File: config.mk
export PLATFORM = sky130hd
export DESIGN_NAME = buzzer_sequencer
export DESIGN_NICKNAME = d
export VERILOG_FILES = /design/src/rtl/buzzer_seq_pkg.sv /design/src/rtl/buzzer_req_fifo.sv /design/src/rtl/buzzer_sequencer.sv
export SDC_FILE = /design/constraint.sdc
export NUM_CORES = 1
export LEC_CHECK = 0
export BUFFER_PORTS_ARGS = -buffer_cell sky130_fd_sc_hd__buf_2
export CAP_MARGIN = 20
export CORE_MARGIN = 4
export CORE_UTILIZATION = 50
export DETAILED_ROUTE_END_ITERATION = 6
export PLACE_DENSITY = 0.66
export SYNTH_ARGS = -nofsm -noshare
export SYNTH_HDL_FRONTEND = slang
export SYNTH_SLANG_ARGS = --single-unit
File: constraint.sdc
create_clock -name clk -period 2.6 [get_ports clk]
set_input_delay 0.13 -clock clk [delete_from_list [all_inputs] [get_ports clk]]
set_output_delay 0.13 -clock clk [all_outputs]
set_load 0.02 [all_outputs]
File: src/rtl/buzzer_seq_pkg.sv
// rtl/buzzer_seq_pkg.sv - shared types and default constants for the buzzer sequencer
package buzzer_seq_pkg;

    typedef enum logic [2:0] {
        ST_IDLE,
        ST_LOAD,
        ST_FIRE,
        ST_WAIT_LOW,
        ST_WAIT_HIGH,
        ST_GAP
    } seq_state_e;

    localparam int DEFAULT_FIFO_DEPTH     = 4;
    localparam int DEFAULT_COUNT_W        = 3;
    localparam int DEFAULT_GAP_CYCLES     = 2500;
    localparam int DEFAULT_TIMEOUT_CYCLES = 10000;

    typedef logic [DEFAULT_COUNT_W-1:0] beep_count_t;

    function automatic int max_int(input int a, input int b);
        return (a > b) ? a : b;
    endfunction

endpackage

File: src/rtl/buzzer_req_fifo.sv
// rtl/buzzer_req_fifo.sv - synchronous request FIFO with flush
// DEPTH must be a power of two; pointers wrap naturally.
module buzzer_req_fifo #(
    parameter int DEPTH = 4,
    parameter int WIDTH = 3
) (
    input  logic             clk,
    input  logic             reset,
    input  logic             flush,
    input  logic             push,
    input  logic [WIDTH-1:0] push_data,
    input  logic             pop,
    output logic [WIDTH-1:0] pop_data,
    output logic             full,
    output logic             empty
);
    localparam int AW = $clog2(DEPTH);

    logic [WIDTH-1:0] mem_q [DEPTH];
    logic [AW-1:0]    wr_ptr_q, rd_ptr_q;
    logic [AW:0]      count_q;
    logic             do_push, do_pop;

    assign full     = (count_q == (AW+1)'(DEPTH));
    assign empty    = (count_q == '0);
    assign do_pop   = pop && !empty;
    assign do_push  = push && (!full || do_pop);
    assign pop_data = mem_q[rd_ptr_q];

    always_ff @(posedge clk) begin
        if (do_push) begin
            mem_q[wr_ptr_q] <= push_data;
        end
    end

    always_ff @(posedge clk) begin
        if (reset || flush) begin
            wr_ptr_q <= '0;
            rd_ptr_q <= '0;
            count_q  <= '0;
        end else begin
            if (do_push) wr_ptr_q <= wr_ptr_q + AW'(1);
            if (do_pop)  rd_ptr_q <= rd_ptr_q + AW'(1);
            case ({do_push, do_pop})
                2'b10:   count_q <= count_q + (AW+1)'(1);
                2'b01:   count_q <= count_q - (AW+1)'(1);
                default: count_q <= count_q;
            endcase
        end
    end

endmodule

File: src/rtl/buzzer_sequencer.sv
// rtl/buzzer_sequencer.sv - turns queued "N beeps" requests into spaced buzzer start pulses
// BUZZER_SEQ_ABORT_EN adds an abort input that flushes the queue and returns to IDLE.
module buzzer_sequencer
    import buzzer_seq_pkg::*;
#(
    parameter int FIFO_DEPTH     = DEFAULT_FIFO_DEPTH,
    parameter int COUNT_W        = DEFAULT_COUNT_W,
    parameter int GAP_CYCLES     = DEFAULT_GAP_CYCLES,
    parameter int TIMEOUT_CYCLES = DEFAULT_TIMEOUT_CYCLES
) (
    input  logic               clk,
    input  logic               reset,
    input  logic               req_valid,
    output logic               req_ready,
    input  logic [COUNT_W-1:0] req_count,
    output logic               start_buzzer,
    input  logic               buzzer_out,
    output logic               busy,
    output logic               done,
    output logic               timeout_err
`ifdef BUZZER_SEQ_ABORT_EN
    ,
    input  logic               abort
`endif
);
    localparam int CNT_W = $clog2(max_int(TIMEOUT_CYCLES, GAP_CYCLES)) + 1;
    // Timer holds WAIT cycles already elapsed, so expiry lands TIMEOUT_CYCLES after FIRE.
    localparam logic [CNT_W-1:0] TMO_LAST = CNT_W'(TIMEOUT_CYCLES - 2);
    localparam logic [CNT_W-1:0] GAP_LAST = CNT_W'(GAP_CYCLES - 1);

    seq_state_e         state_q, state_d;
    logic [COUNT_W-1:0] rem_q, rem_d, fifo_data;
    logic [CNT_W-1:0]   cnt_q, cnt_d, cnt_inc;
    logic               err_q, set_err;
    logic               fifo_full, fifo_empty, push, pop, abort_w;

`ifdef BUZZER_SEQ_ABORT_EN
    assign abort_w = abort;
`else
    assign abort_w = 1'b0;
`endif

    assign cnt_inc     = (cnt_q == {CNT_W{1'b1}}) ? cnt_q : cnt_q + CNT_W'(1);
    assign req_ready   = !fifo_full && !abort_w;
    assign push        = req_valid && req_ready;
    assign busy        = (state_q != ST_IDLE) || !fifo_empty;
    assign timeout_err = err_q;

    buzzer_req_fifo #(
        .DEPTH (FIFO_DEPTH),
        .WIDTH (COUNT_W)
    ) u_fifo (
        .clk       (clk),
        .reset     (reset),
        .flush     (abort_w),
        .push      (push),
        .push_data (req_count),
        .pop       (pop),
        .pop_data  (fifo_data),
        .full      (fifo_full),
        .empty     (fifo_empty)
    );

    always_ff @(posedge clk) begin
        if (reset) begin
            state_q <= ST_IDLE;
            rem_q   <= '0;
            cnt_q   <= '0;
            err_q   <= 1'b0;
        end else begin
            state_q <= state_d;
            rem_q   <= rem_d;
            cnt_q   <= cnt_d;
            if (push)         err_q <= 1'b0;
            else if (set_err) err_q <= 1'b1;
        end
    end

    always_comb begin
        state_d      = state_q;
        rem_d        = rem_q;
        cnt_d        = cnt_q;
        start_buzzer = 1'b0;
        done         = 1'b0;
        set_err      = 1'b0;
        pop          = 1'b0;
        case (state_q)
            ST_IDLE: begin
                if (!fifo_empty) begin
                    pop     = 1'b1;
                    rem_d   = fifo_data;
                    state_d = ST_LOAD;
                end
            end
            ST_LOAD: state_d = (rem_q == '0) ? ST_IDLE : ST_FIRE;
            ST_FIRE: begin
                start_buzzer = 1'b1;
                cnt_d        = '0;
                state_d      = ST_WAIT_LOW;
            end
            ST_WAIT_LOW: begin
                if (!buzzer_out) begin
                    cnt_d   = '0;
                    state_d = ST_WAIT_HIGH;
                end else if (cnt_q >= TMO_LAST) begin
                    set_err = 1'b1;
                    rem_d   = '0;
                    state_d = ST_IDLE;
                end else begin
                    cnt_d = cnt_inc;
                end
            end
            ST_WAIT_HIGH: begin
                if (buzzer_out) begin
                    rem_d = rem_q - COUNT_W'(1);
                    if (rem_q == COUNT_W'(1)) begin
                        done    = 1'b1;
                        state_d = ST_IDLE;
                    end else begin
                        cnt_d   = '0;
                        state_d = ST_GAP;
                    end
                end else if (cnt_q >= TMO_LAST) begin
                    set_err = 1'b1;
                    rem_d   = '0;
                    state_d = ST_IDLE;
                end else begin
                    cnt_d = cnt_inc;
                end
            end
            ST_GAP: begin
                if (cnt_q >= GAP_LAST) state_d = ST_FIRE;
                else                   cnt_d   = cnt_inc;
            end
            default: state_d = ST_IDLE;
        endcase
        if (abort_w) begin
            state_d      = ST_IDLE;
            rem_d        = '0;
            cnt_d        = '0;
            start_buzzer = 1'b0;
            done         = 1'b0;
            pop          = 1'b0;
        end
    end

endmodule

==> out/results.tsv <==
stage	metric	value	unit
floorplan	io_pins	12	
synthesis	syn_std_cell_area	0.002450	mm2
synthesis	synthFlopType	sky130_fd_sc_hd__dfxtp_1	
worst_setup_path	critical_path.max_stage_delay	440	ps
clocking	clk_latency	300	ps
timing	min_period_over_period	0.8700	
placed_design	post_placement_cell_count	351	
worst_setup_path	r2r_worst_path_depth	10	
worst_setup_path	crit_arrival	2490	ps
synthesis	synthArstFlopShare	0	
synthesis	postSynthCellCount	281	
grt	grt_first_pass_wirelength	9025	um
placed_design	dp_hpwl	3970	um
grt	grt-ovfl-total	0	
grt	initial_antenna_violation_count	0	
clocking	tritoncts	done	
timing	setup_viol_count_final	0	
timing	maxClockFrequency	442.1	MHz
worst_hold_path	min_delay_path_depth	1	
worst_setup_path	worst_setup_path_end_kind	flip-flop	
routing	vias_per_cell	5.919	
clocking	clock_slew_seen_by_the_registers_of_the_worst_setup_and_hold_paths	90	ps
timing	final_period_minus_worst_setup_slack	2262	ps
worst_setup_path	reg2reg_from	u_fifo.count_q[0]$_SDFFE_PP0P_	
clocking	postCtsHoldBufs	0	
worst_setup_path	cell_chain_of_the_critical_path	inv_1, nand3_1, and2_1, inv_1, ha_1, inv_1, fa_1, xor2_1, or3_1, a21oi_1	
worst_setup_path	setup.worst_path.class	flip-flop to flip-flop	
outcome	status	completed	
clocking	numClockSinks	43	
floorplan	die_height	78.00	um
routing	wirelength	5256	um
synthesis	syn_warnings	0	
floorplan	horizontal_extent_of_the_die	78.00	um
routing	wirelength_per_cell	14.64	um
floorplan	floorplan.initialDensity	0.5187	
synthesis	synth-seq-cells	43	
synthesis	yosysTopAreaCellShare	0.2533	
floorplan	design.core.area	0.004723	mm2
grt	globalRouteTotalUtil	0.1842	
timing	final_max_slew_viol_count	0	
clocking	clockRootBuffer	sky130_fd_sc_hd__clkbuf_8	
worst_setup_path	path_max_fanout	6	
clocking	cts-root-to-sink-buffers	2	
timing	setup-tns-final	0	ps
timing	worst_pin_slew	475.1	ps
routing	drtIter0Drc	209	
synthesis	mappedNetlistNets	299	
synthesis	post-synth-top-count-cell	sky130_fd_sc_hd__dfxtp_1	
worst_setup_path	critical_path.most_common_cell	sky130_fd_sc_hd__inv_1	
grt	pin_count_of_the_biggest_net_entering_global_routing	25	
timing	timing.final.hold_violations	0	
worst_setup_path	count_of_buffer_and_inverter_cells_on_the_critical_path	3	
synthesis	sequential_cell_area_fraction_in_the_yosys_report	0.4004	
worst_setup_path	critical_path.top_delay_family	simple AND/OR/NAND/NOR gates	
placed_design	numPortBuffers	11	
finish	num-nets-final	309	
worst_setup_path	timing.critical_path.from	u_fifo.count_q[0]$_SDFFE_PP0P_	
finish	layout_overhead_on_the_synthesized_area	8.529	%
power_and_ir_drop	power-per-cell-area	794.4	mW/mm2
timing	final.setup_skew	9.215	ps
worst_hold_path	hold_path_startpoint	req_count[0]	
floorplan	floorplan.rows	25	
routing	ant_nets	0	
clocking	cts.htree.levels	2	
worst_setup_path	crit_path_start_kind	flip-flop	
power_and_ir_drop	maximum_vdd_drop	0.5368	mV
finish	drive_above_1_share	0.1164	
finish	final_cell_count_no_fill	359	
routing	overall_via_count_from_detail_route	2125	
synthesis	most_area_hungry_cell_type_in_the_yosys_netlist	sky130_fd_sc_hd__dfxtp_1	
finish	antenna_cells_inserted	0	
clocking	post_cts.resized_instances	0	
synthesis	yosys-top-cells-count	31 x sky130_fd_sc_hd__dfxtp_1, 27 x sky130_fd_sc_hd__nor2_1, 25 x sky130_fd_sc_hd__nand2_1, 20 x sky130_fd_sc_hd__inv_1, 18 x sky130_fd_sc_hd__a21oi_1	
placed_design	gp_congestion	0.8759	
routing	drt-pass1-iter-count	5	
synthesis	syn-mean-instance-area	8.718	um2
run	maxCapViolCount	0	
synthesis	number_of_flops_mapped_to_enable_cells_by_yosys	12	
power_and_ir_drop	power.static_leakage	0.9294	nW
routing	drc	0	
synthesis	post_synth_main_area_contributors	sky130_fd_sc_hd__dfxtp_1 25%, sky130_fd_sc_hd__edfxtp_1 15%, sky130_fd_sc_hd__ha_1 5.1%, sky130_fd_sc_hd__nor2_1 4.1%, sky130_fd_sc_hd__nand2_1 3.8%	
clocking	numCtsBuffers	5	
grt	vias_in_the_first_global_route	1865	
worst_setup_path	crit_path_top_delay_cell	sky130_fd_sc_hd__fa_1	
worst_hold_path	timing.hold.worst.class	input port to flip-flop	
timing	max_slew_margin	0.6821	
clocking	cts_setup_buffers	0	
floorplan	die_area	0.006083	mm2
synthesis	synth_cell_types	53	
worst_setup_path	worstSetupPathDepth	10	
timing	rsz0062_at_grt	no	
worst_setup_path	timing.critical_path.required	2830	ps
[per-layer routing]
| metal | wire length [um] | GRT usage | vias up |
|---|---|---|---|
| met5 | 0 | 0 | - |
| met4 | 50 | 0.05420 | 0 |
| met3 | 280 | 0.03712 | 5 |
| met2 | 2233 | 0.2654 | 60 |
| met1 | 2692 | 0.2762 | 1014 |
| li1 | - | - | 1046 |
[power breakdown]
| part | internal, W | total [W] | switching, W |
|---|---|---|---|
| clock | 0.000192 | 0.000444 | 0.000252 |
| sequential | 0.000795 | 0.000878 | 0.0000823 |
| combinational | 0.000345 | 0.000790 | 0.000445 |
[cells in the final DEF (no fill, tap or decap), drive strengths merged, types with 2 or more instances in the layout]
cell type  count
dfxtp         31
nor2          28
nand2         25
inv           21
a21oi         18
nand3         16
buf           15
o21ai         14
edfxtp        12
ha            10
and3           9
a31oi          7
nor3           6
nand4          6
nand3b         5
a211oi         5
clkbuf         5
nor4           4
o22ai          4
nor3b          4
and2           3
a21o           3
or3            3
o31ai          3
xor2           3
xnor2          3
mux4           3
nand2b         2
o211ai         2
nor2b          2
a22oi          2
mux2i          2
clkinvlp       2
or4            2
o41ai          2
[metrics by stage]
stage | worst slack (ps) | hold slack [ps] | instance area [um2] | utilization | total power [W]
detailed placement | 379.9 | 360.3 | 2566 | 0.5433 | 0.001684
global route | 143.1 | 45.61 | 2659 | 0.5629 | 0.002282
CTS | 337.2 | 36.44 | 2659 | 0.5629 | 0.002135
finish | 337.9 | 47.61 | 2659 | 0.5629 | 0.002112
global placement | 436.0 | 357.5 | 2566 | 0.5433 | 0.001670
floorplan | 237.1 | 228.9 | 2450 | - | 0.001485
[final timing paths]
kind                                     to  slack (ps)
min            u_fifo.mem_q[0][0]$_DFFE_PP_          50
min reg2reg           rem_q[1]$_SDFFE_PP0P_         460
max reg2reg  u_fifo.count_q[2]$_SDFFE_PP0P_         340
max          u_fifo.count_q[2]$_SDFFE_PP0P_         340
[sequential cells by signal, indices dropped and copies added (netlist names), named ones only]
register,flops
cnt_q,15
rem_q,3
state_q,3
timeout_err,1
u_fifo.count_q,3
u_fifo.mem_q,12
u_fifo.rd_ptr_q,2
u_fifo.wr_ptr_q,2
[final cells by class]
cell class	instances	area, um2
Inverter	20	75.07
Multi-Input combinational cell	206	1341
Fill cell	433	2064
Clock inverter	3	23.77
Sequential cell	43	980.9
Tap cell	67	83.83
Timing Repair Buffer	15	85.08
Clock buffer	5	68.82
[worst reg2reg max path: cells and delay by family (launching register included)]
| family | cells | cell delay (ps) |
|---|---|---|
| xor gates and xnor gates | 1 | 160 |
| adders and majority gates | 2 | 610 |
| buffers and inverters | 3 | 230 |
| DFF | 1 | 340 |
| and+or+nand+nor | 3 | 720 |
| AOI/OAI and AO/OA | 1 | 140 |
[kinds of logic after synthesis]
logic type                 count (synthesis)  synth area share
AOI/OAI and AO/OA                         68            0.1818
xor gates and xnor gates                   6           0.02145
adders and majority gates                 11           0.05924
buffers and inverters                     32           0.05209
DFF                                       43            0.4004
muxes                                      5           0.03575
and+or+nand+nor                          116            0.2492
Note: power is estimated with default switching activity, not from simulation.
